===== src/rtl/onehot_event_encoder.sv =====
// Event-line encoder: captures up to N event requests into a pending register and
// presents them one at a time, highest index first, through a valid/ready stage.
module onehot_event_encoder #(
   parameter int N  = 8,
   parameter int IW = 3
) (
   input  logic          clk,
   input  logic          rst,
   input  logic          enb,
   input  logic [N-1:0]  inpt,
   input  logic          out_rdy,
   output logic          out_vld,
   output logic [IW-1:0] out_idx,
   output logic [N-1:0]  out_onehot,
   output logic [N-1:0]  pend,
   output logic [IW:0]   pend_cnt,
   output logic          ovf
);

   logic [N-1:0]  r_pend;
   logic          r_vld;
   logic [IW-1:0] r_idx;
   logic          r_ovf;

   logic [IW-1:0] w_sel;
   logic          w_free;
   logic          w_load;
   logic [N-1:0]  w_clr;
   logic [N-1:0]  w_capt;
   logic [N-1:0]  w_merge;
   logic [IW:0]   w_cnt;

   // NOTE: every always_comb output gets a default first, so no path leaves it unassigned (no latch).
   always_comb begin
      w_sel = '0;
      for (int i = 0; i < N; i++) begin
         if (r_pend[i]) w_sel = IW'(i);   // ascending scan: the last hit is the highest bit
      end
   end

   assign w_free  = !r_vld || out_rdy;
   assign w_load  = w_free && (r_pend != '0);
   assign w_clr   = w_load ? (N'(1) << w_sel) : '0;
   assign w_capt  = enb ? inpt : '0;
   // A bit re-requested in the very cycle it is loaded is a fresh event, not a merge.
   assign w_merge = w_capt & r_pend & ~w_clr;

   // NOTE: sequential state uses non-blocking assignments so every register samples pre-edge values.
   always_ff @(posedge clk) begin
      if (rst) begin
         r_pend <= '0;
         r_vld  <= 1'b0;
         r_idx  <= '0;
         r_ovf  <= 1'b0;
      end else begin
         r_pend <= (r_pend & ~w_clr) | w_capt;
         r_ovf  <= r_ovf | (|w_merge);
         if (w_load) begin
            r_vld <= 1'b1;
            r_idx <= w_sel;
         end else if (w_free) begin
            r_vld <= 1'b0;
         end
      end
   end

   always_comb begin
      w_cnt = '0;
      for (int i = 0; i < N; i++) begin
         w_cnt = w_cnt + (IW+1)'(r_pend[i]);
      end
   end

   assign out_vld    = r_vld;
   assign out_idx    = r_idx;
   assign out_onehot = r_vld ? (N'(1) << r_idx) : '0;
   assign pend       = r_pend;
   assign pend_cnt   = w_cnt;
   assign ovf        = r_ovf;

endmodule

===== config.mk =====
export PLATFORM = sky130hd
export DESIGN_NAME = onehot_event_encoder
export DESIGN_NICKNAME = d
export VERILOG_FILES = /design/src/rtl/onehot_event_encoder.sv
export SDC_FILE = /design/constraint.sdc
export NUM_CORES = 1
export LEC_CHECK = 0
export CORE_UTILIZATION = 38
export DETAILED_ROUTE_END_ITERATION = 8
export PLACE_DENSITY = 0.75
export RECOVER_POWER = 100
export SETUP_SLACK_MARGIN = 0.15
export SKIP_CTS_REPAIR_TIMING = 1
export SLEW_MARGIN = 20
export SYNTH_ARGS = -nofsm -noshare
export SYNTH_HDL_FRONTEND = slang
export SYNTH_SLANG_ARGS = --single-unit

===== constraint.sdc =====
create_clock -name clk -period 3.1 [get_ports clk]
set_input_delay 0.62 -clock clk [delete_from_list [all_inputs] [get_ports clk]]
set_output_delay 0.62 -clock clk [all_outputs]
set_load 0.02 [all_outputs]

Word level (Yosys, flattened, before mapping)
Index checks and enable logic that the tools add are counted.

Latch bits: 0. Memory bits (writable): 0. Register bits after elaboration: 13. ROM bits: 0. Output and inout bits: 25. Word-level logic and storage cells: 37. Memories: 0. Input bits: 12.

Eq/ne operators: 0. Bitwise gates (word level): 6. Reductions and logical operators: 6. Multiply operators: 0. Shift operators: 2. Multiplexer cells: 12. Add/sub/neg operators: 7. Div/mod/pow operators: 0. Magnitude comparators: 0.

Operators with widths (number): 8-bit AND (3); 8-bit 2-to-1 mux (3); 3-bit 2-to-1 mux (6); 4-bit by 1-bit adder with 4-bit output (4); 1-bit by 3-bit left shift with 8-bit output, first input constant (2); 8-bit NOT (1); 8-bit bitwise OR (1); 8-bit nonzero test (1); 8-bit OR reduction (1); 3-bit by 1-bit adder with 4-bit output (1); 2-bit by 1-bit adder with 3-bit output (1); 1-bit 2-to-1 mux (3); 1-bit by 1-bit adder with 2-bit output (1); 2-bit nonzero test (1); 1-bit logical AND (1); 1-bit logical NOT (1); 1-bit logical OR (1); 1-bit bitwise OR (1).

Logic depth before layout (Yosys ltp)
Gate-level depths: netlist (run 1).

Depth after elaboration: 13. Mapped depth: 9. Depth with buffers taken out: 9.

Least setup slack after synthesis (run 1)
Ideal clock, no wire load.

Path kind: flip-flop to output port. Start point: register r_pend[3], in the netlist pend[3]. End point: output port pend_cnt[2]. Path buffers: 0. Cell stages (with the launch flop): 10. Required time: 2.480 ns. Slack: -0.421 ns. Arrival: 2.901 ns. Path through: dfxtp_1 fa_1 inv_1 fa_1 fa_1 inv_1 ha_1 inv_1 fa_1 xnor2_1.

Longest elaborated chain between the ends: 5.

RTL lines: from (decl) (RTL line 20) `logic [N-1:0] r_pend;`; from (signal assigned) (RTL line 56) `r_pend <= (r_pend & ~w_clr) | w_capt;`; 3-bit by 1-bit adder with 4-bit output (RTL line 70) `w_cnt = w_cnt + (IW+1)'(r_pend[i]);`; 4-bit by 1-bit adder with 4-bit output (4 in series) (RTL line 70); to (decl) (RTL line 16) `output logic [IW:0] pend_cnt,`.

No other way between the ends.

Worst setup path after layout (run 1)
Start point: register r_pend[0], in the netlist pend[0]. End point: output port pend_cnt[1].

Longest elaborated chain between the ends: 7.

RTL lines (RTL line): 1-bit by 1-bit adder with 2-bit output (70); 2-bit by 1-bit adder with 3-bit output (70); 3-bit by 1-bit adder with 4-bit output (70); 4-bit by 1-bit adder with 4-bit output (4 in series) (70).

No other way between the ends.

==> run_results.csv, run 1 <==
group,metric,value,unit
floorplanning,io_pins,37,
worst_setup_path,startpoint_type,"register",
synth,synth_compound_area_frac,0.219,
synth,synth_top_family_by_area,"simple AND/OR/NAND/NOR gates",
floorplanning,start_util,0.407,
pwr,seqPwrFrac,0.336,
floorplanning,dieArea,2590,um2
floorplanning,floorplan.rows,17,
pwr,power,0.000593,W
pwr,power_per_cell_area,418,nW/um2
layout,drive_gt1_frac,0.178,
synth,postSynthCellCount,119,
global_routing,grt_pass1_vias,914,
layout,n_antenna_cell,0,
sta,relSlewSlack,0.679,
sta,fin_crit_sh,1.19,
synth,synth_enable_flop_cells,0,
synth,synth-seq-area-share,0.287,
sta,layout_setup_ws,-0.602,ns
synth,synth_xor_area_frac,0.00964,
global_routing,grt_max_degree,14,
run_status,status,"finished with violations",
clock_network,clockBufferDepth,2,
job,cap_viol_max_count,0,
synth,synth.top_cells.by_area,"dfxtp_1 (29%), fa_1 (8.8%), nor2_1 (7.4%)",
routing,vias,985,
floorplanning,die-height,50.9,um
pwr,power.internal,0.000367,W
pwr,combPwrFrac,0.479,
synth,synth-seq-cells,13,
sta,worst_slew_pin_slew,0.469,ns
layout,layout.nets,184,
pwr,netSwitchingFraction,0.381,
sta,max_freq,270,MHz
sta,finalSetupViolCount,4,
sta,skew,0.00532,ns
synth,syn_area,908,um2
sta,rsz0062_at_grt,"true",
placed_design,finalWeightedCongestion,0.799,
floorplanning,core_area,2230,um2
synth,synth_top_area_share,0.287,
sta,period_minus_slack,3.70,ns
clock_network,path_clk_slew,0.09,ns
worst_setup_path,crit_arrival,3.08,ns
synth,synth_cell_types,32,
placed_design,dpl-instance-area,1380,um2
routing,drtIter0Drc,10,
global_routing,antenna_found_initial,0,
layout,syn2layout_area_growth,56.3,%
pwr,ir_drop,0.270,mV
synth,synthMuxAreaShare,0,
sta,hold_viol,0,
run_status,violations,"setup timing",
floorplanning,die_w,50.9,um
pwr,leakagePower,0.596,nW
placed_design,place_hpwl,1.98,mm
synth,synth_fa_ha_area_frac,0.143,
synth,async_reset_ff_frac,0,
routing,wl_per_cell,13.4,um
layout,design_area,1420,um2
pwr,clock_power_share,0.185,
clock_network,cts_sinks,13,
pwr,netSwitchingPower,0.000226,W
sta,drv_slew,0,
synth,avgSynthCellArea,7.63,um2
clock_network,h-tree-depth,1,
global_routing,overflow,0,
worst_setup_path,cp.required,2.48,ns
synth,ys_warn_count,0,
synth,syn_nets,139,
routing,ant_nets,0,
placed_design,portBuffers,36,
synth,yosys.area_share.simple,0.256,
worst_setup_path,crit_type,"reg2out",
global_routing,grt_pass1_wl,4.17,mm
clock_network,cts_buffers,3,
routing,vias_per_cell,5.16,
worst_hold_path,hp-class,"reg2reg",
routing,drcViolationCount,0,
routing,drt-pass1-iter-count,4,
synth,ys.flop_type,"dfxtp_1",
worst_setup_path,end_kind,"output pin",
clock_network,cts_tree,"yes",
worst_setup_path,worstPathMaxFanout,2,
sta,hold_slack,0.533,ns
routing,wirelength,2.57,mm
clock_network,cts_root_buf,"clkbuf_4",
global_routing,grt_use_total,0.224,
clock_network,clk_latency,0.28,ns
synth,yosysTopAreaCell,"dfxtp_1",
layout,fill_cells,208,
## power by group through the flow
stage | Clock [W] | Sequential [W] | Combinational, W
2_1_floorplan | 0 | 0.000222 | 0.000141
3_3_place_gp | 0 | 0.000202 | 0.000269
3_5_place_dp | 0 | 0.000203 | 0.000274
4_1_cts | 0.000112 | 0.000199 | 0.000277
5_1_grt | 0.000122 | 0.000203 | 0.000311
6_report | 0.000110 | 0.000199 | 0.000284
## layout make-up
cell class,count,area [um2],area share
Clock buffer,4,26.3,0.0185
Tap cell,28,35.0,0.0247
Sequential cell,13,267,0.188
Inverter,14,52.6,0.0370
Multi-Input combinational cell,86,607,0.427
Timing Repair Buffer,46,433,0.305
## worst paths after layout
check	from	end	slack, ns	cells after the start
worst max-delay path	pend[0]	pend_cnt[1]	-0.60	10
worst min-delay path	out_idx[2]	out_idx[2]	0.53	2
worst max register to register	pend[1]	ovf	0.97	8
worst min register to register	out_idx[2]	out_idx[2]	0.53	2
## cell usage in the layout (no fill, tap or decap), types with 2 or more instances in the layout
cell,synthesis,layout
a211oi_1,2,2
a21oi_1,9,8
a22oi_1,2,2
a31oi_1,2,2
a41oi_1,2,2
buf_4,0,10
buf_6,0,3
clkbuf_1,4,2
clkbuf_4,0,3
clkdlybuf4s50_1,0,18
dfxtp_1,13,10
dfxtp_2,0,2
dlygate4sd3_1,0,14
fa_1,4,3
ha_1,4,3
inv_1,14,11
inv_2,0,3
nand2_1,8,8
nand2b_1,5,5
nand4_1,2,2
nor2_1,18,18
nor2b_1,3,2
nor3_1,4,5
o2111ai_1,2,2
o21ai_0,5,5
o31ai_1,2,2
## through the flow
stage,cells,setup TNS (ns),worst slack [ns],utilization
final,191,-1.65,-0.602,0.636
after global routing,191,-2.04,-0.709,0.636
after CTS,190,-3.56,-1.11,0.629
after detailed placement,186,-2.21,-0.755,0.617
after global placement,186,-2.07,-0.725,0.617
after floorplan,119,-0.353,-0.180,-
## cells in the mapped netlist, types with 2 or more instances
cell type	number
nor2_1	18
nand2b_1	5
o21ai_0	5
a31oi_1	2
clkbuf_1	4
dfxtp_1	13
o2111ai_1	2
ha_1	4
nand4_1	2
a21oi_1	9
o31ai_1	2
nor2b_1	3
fa_1	4
nand2_1	8
buf_2	2
inv_1	14
a22oi_1	2
nor3_1	4
a211oi_1	2
a41oi_1	2
## routing by layer
metal | up-vias | GRT usage | wire length (um)
met3 | 4 | 0.0446 | 125
met1 | 447 | 0.262 | 1110
met4 | 0 | 0.111 | 38
li1 | 499 | - | -
met2 | 35 | 0.387 | 1290
met5 | - | 0 | 0
## registers in the layout (all words and copies together), names as in the netlist
signal	flops
ovf	1
pend	8
out_idx	3
out_vld	1
## cells by family after synthesis
logic type	Yosys count
AO/OA/AOI/OAI	30
XOR/XNOR	1
adder cells (fa/ha/maj)	8
buffers and inverters	20
flip-flops	13
AND/OR/NAND/NOR	47
## worst max-delay path, cell delays in order (launching register included)
cell	delay (ns)
dfxtp_4	0.36
fa_1	0.53
inv_1	0.05
fa_1	0.50
fa_1	0.44
inv_2	0.08
ha_4	0.13
inv_2	0.04
fa_2	0.53
inv_2	0.04
buf_6	0.12
Note: power is estimated with default switching activity, not from simulation.
==> run 2, diff against run 1 <==
CELL_PAD_IN_SITES_DETAIL_PLACEMENT = 2   (was not set)
CELL_PAD_IN_SITES_GLOBAL_PLACEMENT = 2   (was not set)
CORE_UTILIZATION = 20   (was 38)
PLACE_DENSITY = not set   (was 0.75)
PLACE_DENSITY_LB_ADDON = 0.1   (was not set)
==> run 2 against run 1 <==
Effect of this change:
- clock power rose by 45%
- design area rose by 2.6%
- sequential share of layout area fell by 0.48 points
- the run still ends with setup timing left
- fmax rose by 2.0%
- critical endpoint unchanged
- critical path depth did not move
- sequential cell count did not move
==> run_results.csv, run 2 (same netlist as run 1, synthesis figures left out) <==
group,metric,value,unit
placed_design,dp_slack,-0.741,ns
pwr,power_per_cell_area,442,nW/um2
routing,wl_per_cell,14.6,um
routing,drtIter0Drc,32,
global_routing,use_met2,0.211,
global_routing,busiest_layer,"met2",
placed_design,place_hpwl,2.52,mm
sta,hold_viol,0,
layout,final_common_cell,"clkdlybuf4s50_1",
layout,n_antenna_cell,0,
sta,layout_setup_ws,-0.528,ns
worst_setup_path,worst_r2r_endpoint,"ovf",
routing,drcViolationCount,0,
floorplanning,die_w,69.4,um
layout,utilization,0.335,
clock_network,cts_tree,"yes",
clock_network,clk_latency,0.25,ns
sta,finalSetupViolCount,4,
layout,final_cell_mix,"clkdlybuf4s50_1 (19), nor2_1 (18), dlygate4sd3_1 (13)",
global_routing,antenna_found_initial,0,
clock_network,clockBufferDepth,2,
global_routing,grt_pass1_wl,5.33,mm
sta,worst_slew_pin_slew,0.636,ns
placed_design,dpl-instance-area,1410,um2
floorplanning,floorplan.rows,24,
floorplanning,core_area,4350,um2
run_status,status,"finished with violations",
worst_setup_path,cp.required,2.48,ns
global_routing,met1_usage,0.201,
sta,drv_slew,0,
worst_setup_path,reg2reg_depth,6,
worst_hold_path,holdPathEnd,"out_idx[2]",
sta,period_minus_slack,3.63,ns
layout,design_area,1460,um2
placed_design,finalWeightedCongestion,0.706,
worst_setup_path,crit_type,"reg2out",
sta,fin_crit_sh,1.17,
clock_network,cts_buffers,3,
global_routing,grt_max_degree,14,
clock_network,cts_sinks,13,
routing,ant_nets,0,
run_status,violations,"setup timing",
pwr,ir_drop,0.169,mV
global_routing,grt_use_total,0.142,
layout,layout.nets,183,
sta,rsz0062_at_grt,"true",
worst_setup_path,worstPathMaxFanout,2,
routing,wirelength,3.13,mm
sta,relSlewSlack,0.573,
job,cap_viol_max_count,0,
floorplanning,die-height,69.4,um
clock_network,h-tree-depth,1,
sta,skew,0.00540,ns
floorplanning,start_util,0.209,
worst_setup_path,r2r_start,"pend[7]",
worst_hold_path,min_path_cells,2,
layout,syn2layout_area_growth,60.5,%
layout,largest_register_ffs,8,
sta,tns,-1.42,ns
worst_setup_path,end_kind,"output pin",
routing,vias_per_cell,4.64,
worst_setup_path,startpoint_type,"register",
sta,max_freq,276,MHz
worst_setup_path,reg2reg_setup_slack,1.01,ns
global_routing,overflow,0,
clock_network,path_clk_slew,0.06,ns
floorplanning,dieArea,4820,um2
worst_setup_path,crit_arrival,3.01,ns
global_routing,grt_pass1_vias,1027,
pwr,leakagePower,0.612,nW
pwr,power,0.000644,W
layout,drive_gt1_frac,0.173,
routing,vias,994,
global_routing,grtUsageMet3,0.0378,
routing,drt-pass1-iter-count,4,
placed_design,portBuffers,36,
clock_network,cts_root_buf,"clkbuf_8",
worst_hold_path,hp-class,"reg2reg",
floorplanning,io_pins,37,
worst_hold_path,worstHoldStart,"out_idx[2]",
[run 2: changes by cell type in the layout (fill, tap and decap cells not counted), sizes merged]
cell and delta:
dlygate4sd3 -1, buf -2, dlymetal6s2s +1, clkdlybuf4s50 +1
[run 2: metrics by stage]
stage | hold WS (ns) | instances
4_1_cts | 0.567 | 214
5_1_grt | 0.588 | 214
2_1_floorplan | 0.536 | 119
3_5_place_dp | 0.558 | 210
3_3_place_gp | 0.520 | 210
6_report | 0.557 | 214
[run 2: where the power goes]
group	internal [W]	switching [W]	total, W
Sequential	0.000183	0.0000173	0.000201
Combinational	0.000133	0.000151	0.000284
Clock	0.0000910	0.0000682	0.000159
Total	0.000407	0.000237	0.000644
[run 2: area by class of cell]
class	count	area [um2]
inverters	14	52.6
repair buffers	45	427
fillers	515	2900
clock buffers	4	45.0
well taps	52	65.1
flip-flops and latches	13	267
multi-input cells	86	602
[run 2: worst max-delay path, stage by stage, from the launching register on]
cell	delay (ns)
dfxtp_4	0.34
fa_1	0.54
inv_2	0.04
fa_1	0.49
fa_1	0.43
inv_2	0.08
ha_4	0.14
inv_2	0.04
fa_2	0.52
inv_2	0.03
buf_6	0.12
[run 2: worst max path at each step]
| stage | from | to | slack (ns) | cells after the start |
|---|---|---|---|---|
| after CTS | pend[0] | pend_cnt[2] | -1.03 | 10 |
| after detailed placement | pend[0] | pend_cnt[2] | -0.74 | 10 |
| after global placement | pend[0] | pend_cnt[2] | -0.73 | 10 |
| after floorplan | pend[0] | pend_cnt[2] | -0.18 | 9 |
| final | pend[0] | pend_cnt[1] | -0.53 | 10 |
| after global routing | pend[0] | pend_cnt[1] | -0.60 | 10 |
[run 2: metal layers]
metal	share of wire	vias up
met5	0	-
li1	-	496
met2	0.44	27
met4	0.0061	0
met3	0.058	2
met1	0.50	469
==> run 3, diff against run 2 <==
CORE_UTILIZATION = 21   (was 20)
CTS_BUF_LIST = sky130_fd_sc_hd__clkbuf_2 sky130_fd_sc_hd__clkbuf_4 sky130_fd_sc_hd__clkbuf_8   (was not set)
==> run 3 against run 2 <==
Effect of this change:
- the run still ends with setup timing left
- sequential power hardly changed
- sequential share of layout area is 0.23 points lower
- clock power is 5% higher
- sequential cell count stayed put
==> run_results.csv, run 3 (same netlist as run 1, synthesis figures left out) <==
group,metric,value,unit
run_status,status,"finished with violations",
run_status,violations,"setup timing",
routing,vias,1010,
routing,wirelength,3.32,mm
routing,drcViolationCount,0,
routing,drt-pass1-iter-count,4,
placed_design,portBuffers,36,
floorplanning,dieArea,4590,um2
global_routing,grt_max_degree,14,
job,cap_viol_max_count,0,
floorplanning,core_area,4090,um2
worst_setup_path,startpoint_type,"register",
worst_setup_path,critPathSlowestCell,"fa_1",
routing,wl_per_cell,15.6,um
placed_design,dpl-instance-area,1410,um2
layout,drive_gt1_frac,0.196,
sta,rsz0062_at_grt,"true",
global_routing,grt_use_total,0.160,
floorplanning,die_w,67.8,um
layout,design_area,1480,um2
placed_design,finalWeightedCongestion,0.774,
clock_network,h-tree-depth,1,
worst_setup_path,path_buf_inv,5,
floorplanning,die-height,67.8,um
global_routing,grt_pass1_vias,1098,
pwr,power_per_cell_area,447,nW/um2
pwr,netSwitchingPower,0.000242,W
worst_setup_path,crit_chain,"fa_1 > inv_1 > fa_1 > fa_2 > inv_2 > ha_4 > inv_2 > fa_2 > inv_2 > buf_6",
layout,n_antenna_cell,0,
sta,worst_slew_pin_slew,0.659,ns
placed_design,place_hpwl,2.63,mm
sta,hold_viol,0,
sta,layout_setup_ws,-0.546,ns
sta,hold_slack,0.543,ns
pwr,power,0.000659,W
sta,skew,0.000894,ns
sta,max_freq,274,MHz
pwr,clock_power_share,0.253,
pwr,power.internal,0.000417,W
worst_setup_path,worstPathMaxFanout,2,
worst_hold_path,hp-class,"reg2reg",
placed_design,placedCellCount,208,
sta,relSlewSlack,0.558,
floorplanning,io_pins,37,
clock_network,clk_latency,0.25,ns
sta,period_minus_slack,3.65,ns
layout,largest_register_ffs,8,
worst_setup_path,crit_arrival,3.03,ns
worst_setup_path,cp.required,2.48,ns
routing,vias_per_cell,4.74,
layout,final_cell_mix,"dlygate4sd3_1 (21), nor2_1 (18), inv_1 (11), clkdlybuf4s50_1 (11), dfxtp_1 (10)",
clock_network,cts_buffers,3,
clock_network,clockBufferDepth,2,
worst_setup_path,critical-path-top-delay-family,"adder cells",
floorplanning,floorplan.rows,23,
pwr,combPwrFrac,0.442,
pwr,leakagePower,0.634,nW
clock_network,path_clk_slew,0.06,ns
layout,final_common_cell,"dlygate4sd3_1",
pwr,seqPwrFrac,0.305,
sta,fin_crit_sh,1.18,
global_routing,overflow,0,
layout,syn2layout_area_growth,62.5,%
clock_network,cts_tree,"yes",
layout,fin_cells,213,
pwr,netSwitchingFraction,0.367,
worst_setup_path,path_common_cell,"inv_2",
layout,layout.nets,184,
clock_network,cts_sinks,13,
sta,drv_slew,0,
pwr,ir_drop,0.154,mV
global_routing,grt_pass1_wl,5.32,mm
routing,ant_nets,0,
clock_network,cts_root_buf,"clkbuf_8",
floorplanning,start_util,0.222,
sta,finalSetupViolCount,4,
worst_setup_path,slowest_delay,0.52,ns
routing,drtIter0Drc,26,
worst_setup_path,end_kind,"output pin",
placed_design,dp_slack,-0.724,ns
worst_setup_path,crit_type,"reg2out",
global_routing,antenna_found_initial,0,
[run 3: cell type report]
cell class / count / area (um2)
fillers: 471 / 2610
multi-input cells: 86 / 616
repair buffers: 46 / 430
flip-flops and latches: 13 / 267
well taps: 50 / 62.6
inverters: 14 / 52.6
clock buffers: 4 / 48.8
[run 3: worst reg2reg max path, stage by stage (launching register included)]
cell and delay, ns:
dfxtp_1 0.32, buf_4 0.18, or4_4 0.56, nor3_1 0.26, nor3_1 0.11, a2111oi_2 0.28, a31oi_1 0.13
[run 3: final timing paths]
kind | endpoint | from | cells past startpoint | slack (ns)
max | pend_cnt[1] | pend[0] | 10 | -0.55
min | out_idx[2] | out_idx[2] | 2 | 0.54
max reg2reg | ovf | pend[7] | 6 | 1.12
min reg2reg | out_idx[2] | out_idx[2] | 2 | 0.54
[run 3: layer usage]
layer	track usage	vias to the layer above	part of all wire
met5	0	-	0
met4	0.0781	0	0.020
met3	0.0220	5	0.037
li1	-	496	-
met2	0.260	23	0.47
met1	0.207	486	0.48
[run 3: power groups by stage]
stage,registers (W),clock network [W],logic [W]
after floorplan,0.000222,0,0.000141
final,0.000201,0.000167,0.000292
after global routing,0.000204,0.000179,0.000322
after detailed placement,0.000205,0,0.000284
after CTS,0.000201,0.000172,0.000286
after global placement,0.000204,0,0.000276
[run 3: through the flow]
| step | util | setup TNS, ns |
|---|---|---|
| final | 0.361 | -1.50 |
| after global routing | 0.361 | -1.78 |
| after CTS | 0.356 | -3.27 |
| after detailed placement | 0.344 | -2.12 |
| after global placement | 0.344 | -2.05 |
| after floorplan | - | -0.353 |
==> variant: new RTL, config.mk and constraints of run 2 <==
Change the parameter `IW` from 3 to 6.
--- a/src/rtl/onehot_event_encoder.sv
+++ b/src/rtl/onehot_event_encoder.sv
@@ -3,5 +3,5 @@
 module onehot_event_encoder #(
    parameter int N  = 8,
-   parameter int IW = 3
+   parameter int IW = 6
 ) (
    input  logic          clk,
Ports: changed (resized out_idx and pend_cnt); port bits go from 37 to 43. The function was not compared with the original's and may differ.
==> variant against run 2 <==
  * The run still ends with setup timing left
  * Core utilization rose by 0.36 points
  * Sequential cell count stayed put
  * Total power down 0.91%
  * Global-route usage is 0.23 points higher
  * Synthesized cell count rose by 2.5%
  * Die area is 4.4% higher
  * Routed wire length is 6.3% higher
  * Cell area rose by 3.2%
  * Maximum frequency shrank 0.73%
  * Worst setup slack lost 0.027 ns
  * Largest power group unchanged
  * Hold slack got worse by 0.0014 ns
  * Sequential share of layout area is 0.56 points lower
  * Area after synthesis up 4.5%
==> variant: results (changes against run 2) <==
| Metric | Value |
|---|---|
| Status | `finished with violations` |
| Routed WL | `3.33 mm (+6.3%)` |
| Relative slew slack | `0.653 (+0.0794)` |
| Hpwl dp | `2.65 mm (+5.3%)` |
| Vias after detailed routing | `1034 (+4.0%)` |
| Synth Warn # | `0 (unchanged)` |
| Initial detailed-routing violation count | `44 (+38%)` |
| Fillers | `506 (-1.7%)` |
| N_diodes | `0 (unchanged)` |
| Multi-input gates | `88 (+2.3%)` |
| DP Area | `1420 um2 (+0.89%)` |
| Met2 usage | `0.240 (+0.0289)` |
| First-pass DRT Iterations | `6 (+2)` |
| GR Util met3 | `0.0313 (-0.00645)` |
| Ranking of synthesized cells by area | `dfxtp_1, fa_1, inv_1` |
| Non-clk bufs | `45 (unchanged)` |
| Data arrival time of the critical path | `3.03 ns (+0.02 ns)` |
| Top layer in use | `met4` |
| Clock Path Buffers | `2 (unchanged)` |
| Pin count of the biggest net entering global routing | `14 (unchanged)` |
| Seq area share | `0.177 (-0.00563)` |
| # setup viols final | `4 (unchanged)` |
| Clock tree cell share of total cell area | `0.0300 (-0.000951)` |
| LEAKAGE | `0.000651 uW (+6.4%)` |
| Logic power comb | `285 uW (about the same)` |
| Power Density | `424 nW/um2 (-4.0%)` |
| Synth top cells by count | `inv_1, dfxtp_1, a21oi_1, nand2_1, nor2_1` |
| Max reg flops | `8 (unchanged)` |
| First-pass GRT wire length | `5.62 mm (+5.3%)` |
| Met1 usage | `0.186 (-0.0145)` |
| Worst setup margin | `-0.555 ns (-0.0266 ns)` |
| Synth cell types | `30 (-6.3%)` |
| Seq cells | `13 (unchanged)` |
| Power share of the clock group | `0.243 (-0.004)` |
| Number of global-route vias before repair | `1081 (+5.3%)` |
| Slew Limit Fails | `0 (unchanged)` |
| Final nets | `186 (+1.6%)` |
| Share of layout cells above drive strength 1 | `0.176 (+0.00292)` |
| Worst Path Max Fanout | `2 (unchanged)` |
| Setup TNS | `-1.46 ns (-0.0363 ns)` |
| Signal buf overhead | `0.290 (-0.00235)` |
| Invs w/o clock | `15 (+1)` |
| Clock-pin slew on the worst setup and hold paths | `0.06 ns (about the same)` |
| Syn avg cell area | `7.78 um2 (+2.0%)` |
| Skew final | `0.00172 ns (-0.00368 ns)` |
| Placed insts | `212 (+0.95%)` |
| Gr usage total | `0.144 (+0.00233)` |
| Worst slack, placed | `-0.770 ns (-0.0287 ns)` |
| Routed len/inst | `15.3 um (+4.8%)` |
| Violated checks | `setup timing` |
| Fraction of area in multi-input gates | `0.422 (+0.00892)` |
| P&R area growth vs syn | `58.4%` |
| Worst VDD drop | `0.140 mV (-17%)` |
| M1 WL | `1.53 mm (-2.6%)` |
| Sequential fraction of the synthesis area | `0.274 (-0.0125)` |
| Met3 wire length | `133 um (-27%)` |
| Clock buffers | `4 (unchanged)` |
| Final GP Congestion | `0.739 (+4.7%)` |
| Sw Share | `0.371 (+0.00292)` |
| Met2 routed WL | `1.62 mm (+19%)` |
## variant: final timing paths
check                              endpoint  cells after the start  slack, ns  startpoint
worst min-delay path             out_idx[1]                      2       0.56  out_idx[1]
worst max-delay path            pend_cnt[1]                     10      -0.55     pend[0]
worst max register to register   out_idx[1]                      6       1.31     pend[0]
worst min register to register   out_idx[1]                      2       0.56  out_idx[1]
## variant: critical path: cells and delay by family (launching register included)
| kind | cells | cell delay (ns) |
|---|---|---|
| adders and majority gates | 5 | 2.13 |
| buffers and inverters | 5 | 0.34 |
| DFF | 1 | 0.35 |
## variant: cells by family (layout without fill, tap and decap cells)
family | count (synthesis) | after routing | share of synthesized area
AND/OR/NAND/NOR | 39 | 39 | 0.212
AO/OA/AOI/OAI | 34 | 34 | 0.236
buffers and inverters | 26 | 64 | 0.128
flip-flops | 13 | 13 | 0.274
adder cells (fa/ha/maj) | 8 | 8 | 0.137
other | 1 | 6 | 0.00395
XOR/XNOR | 1 | 1 | 0.00922
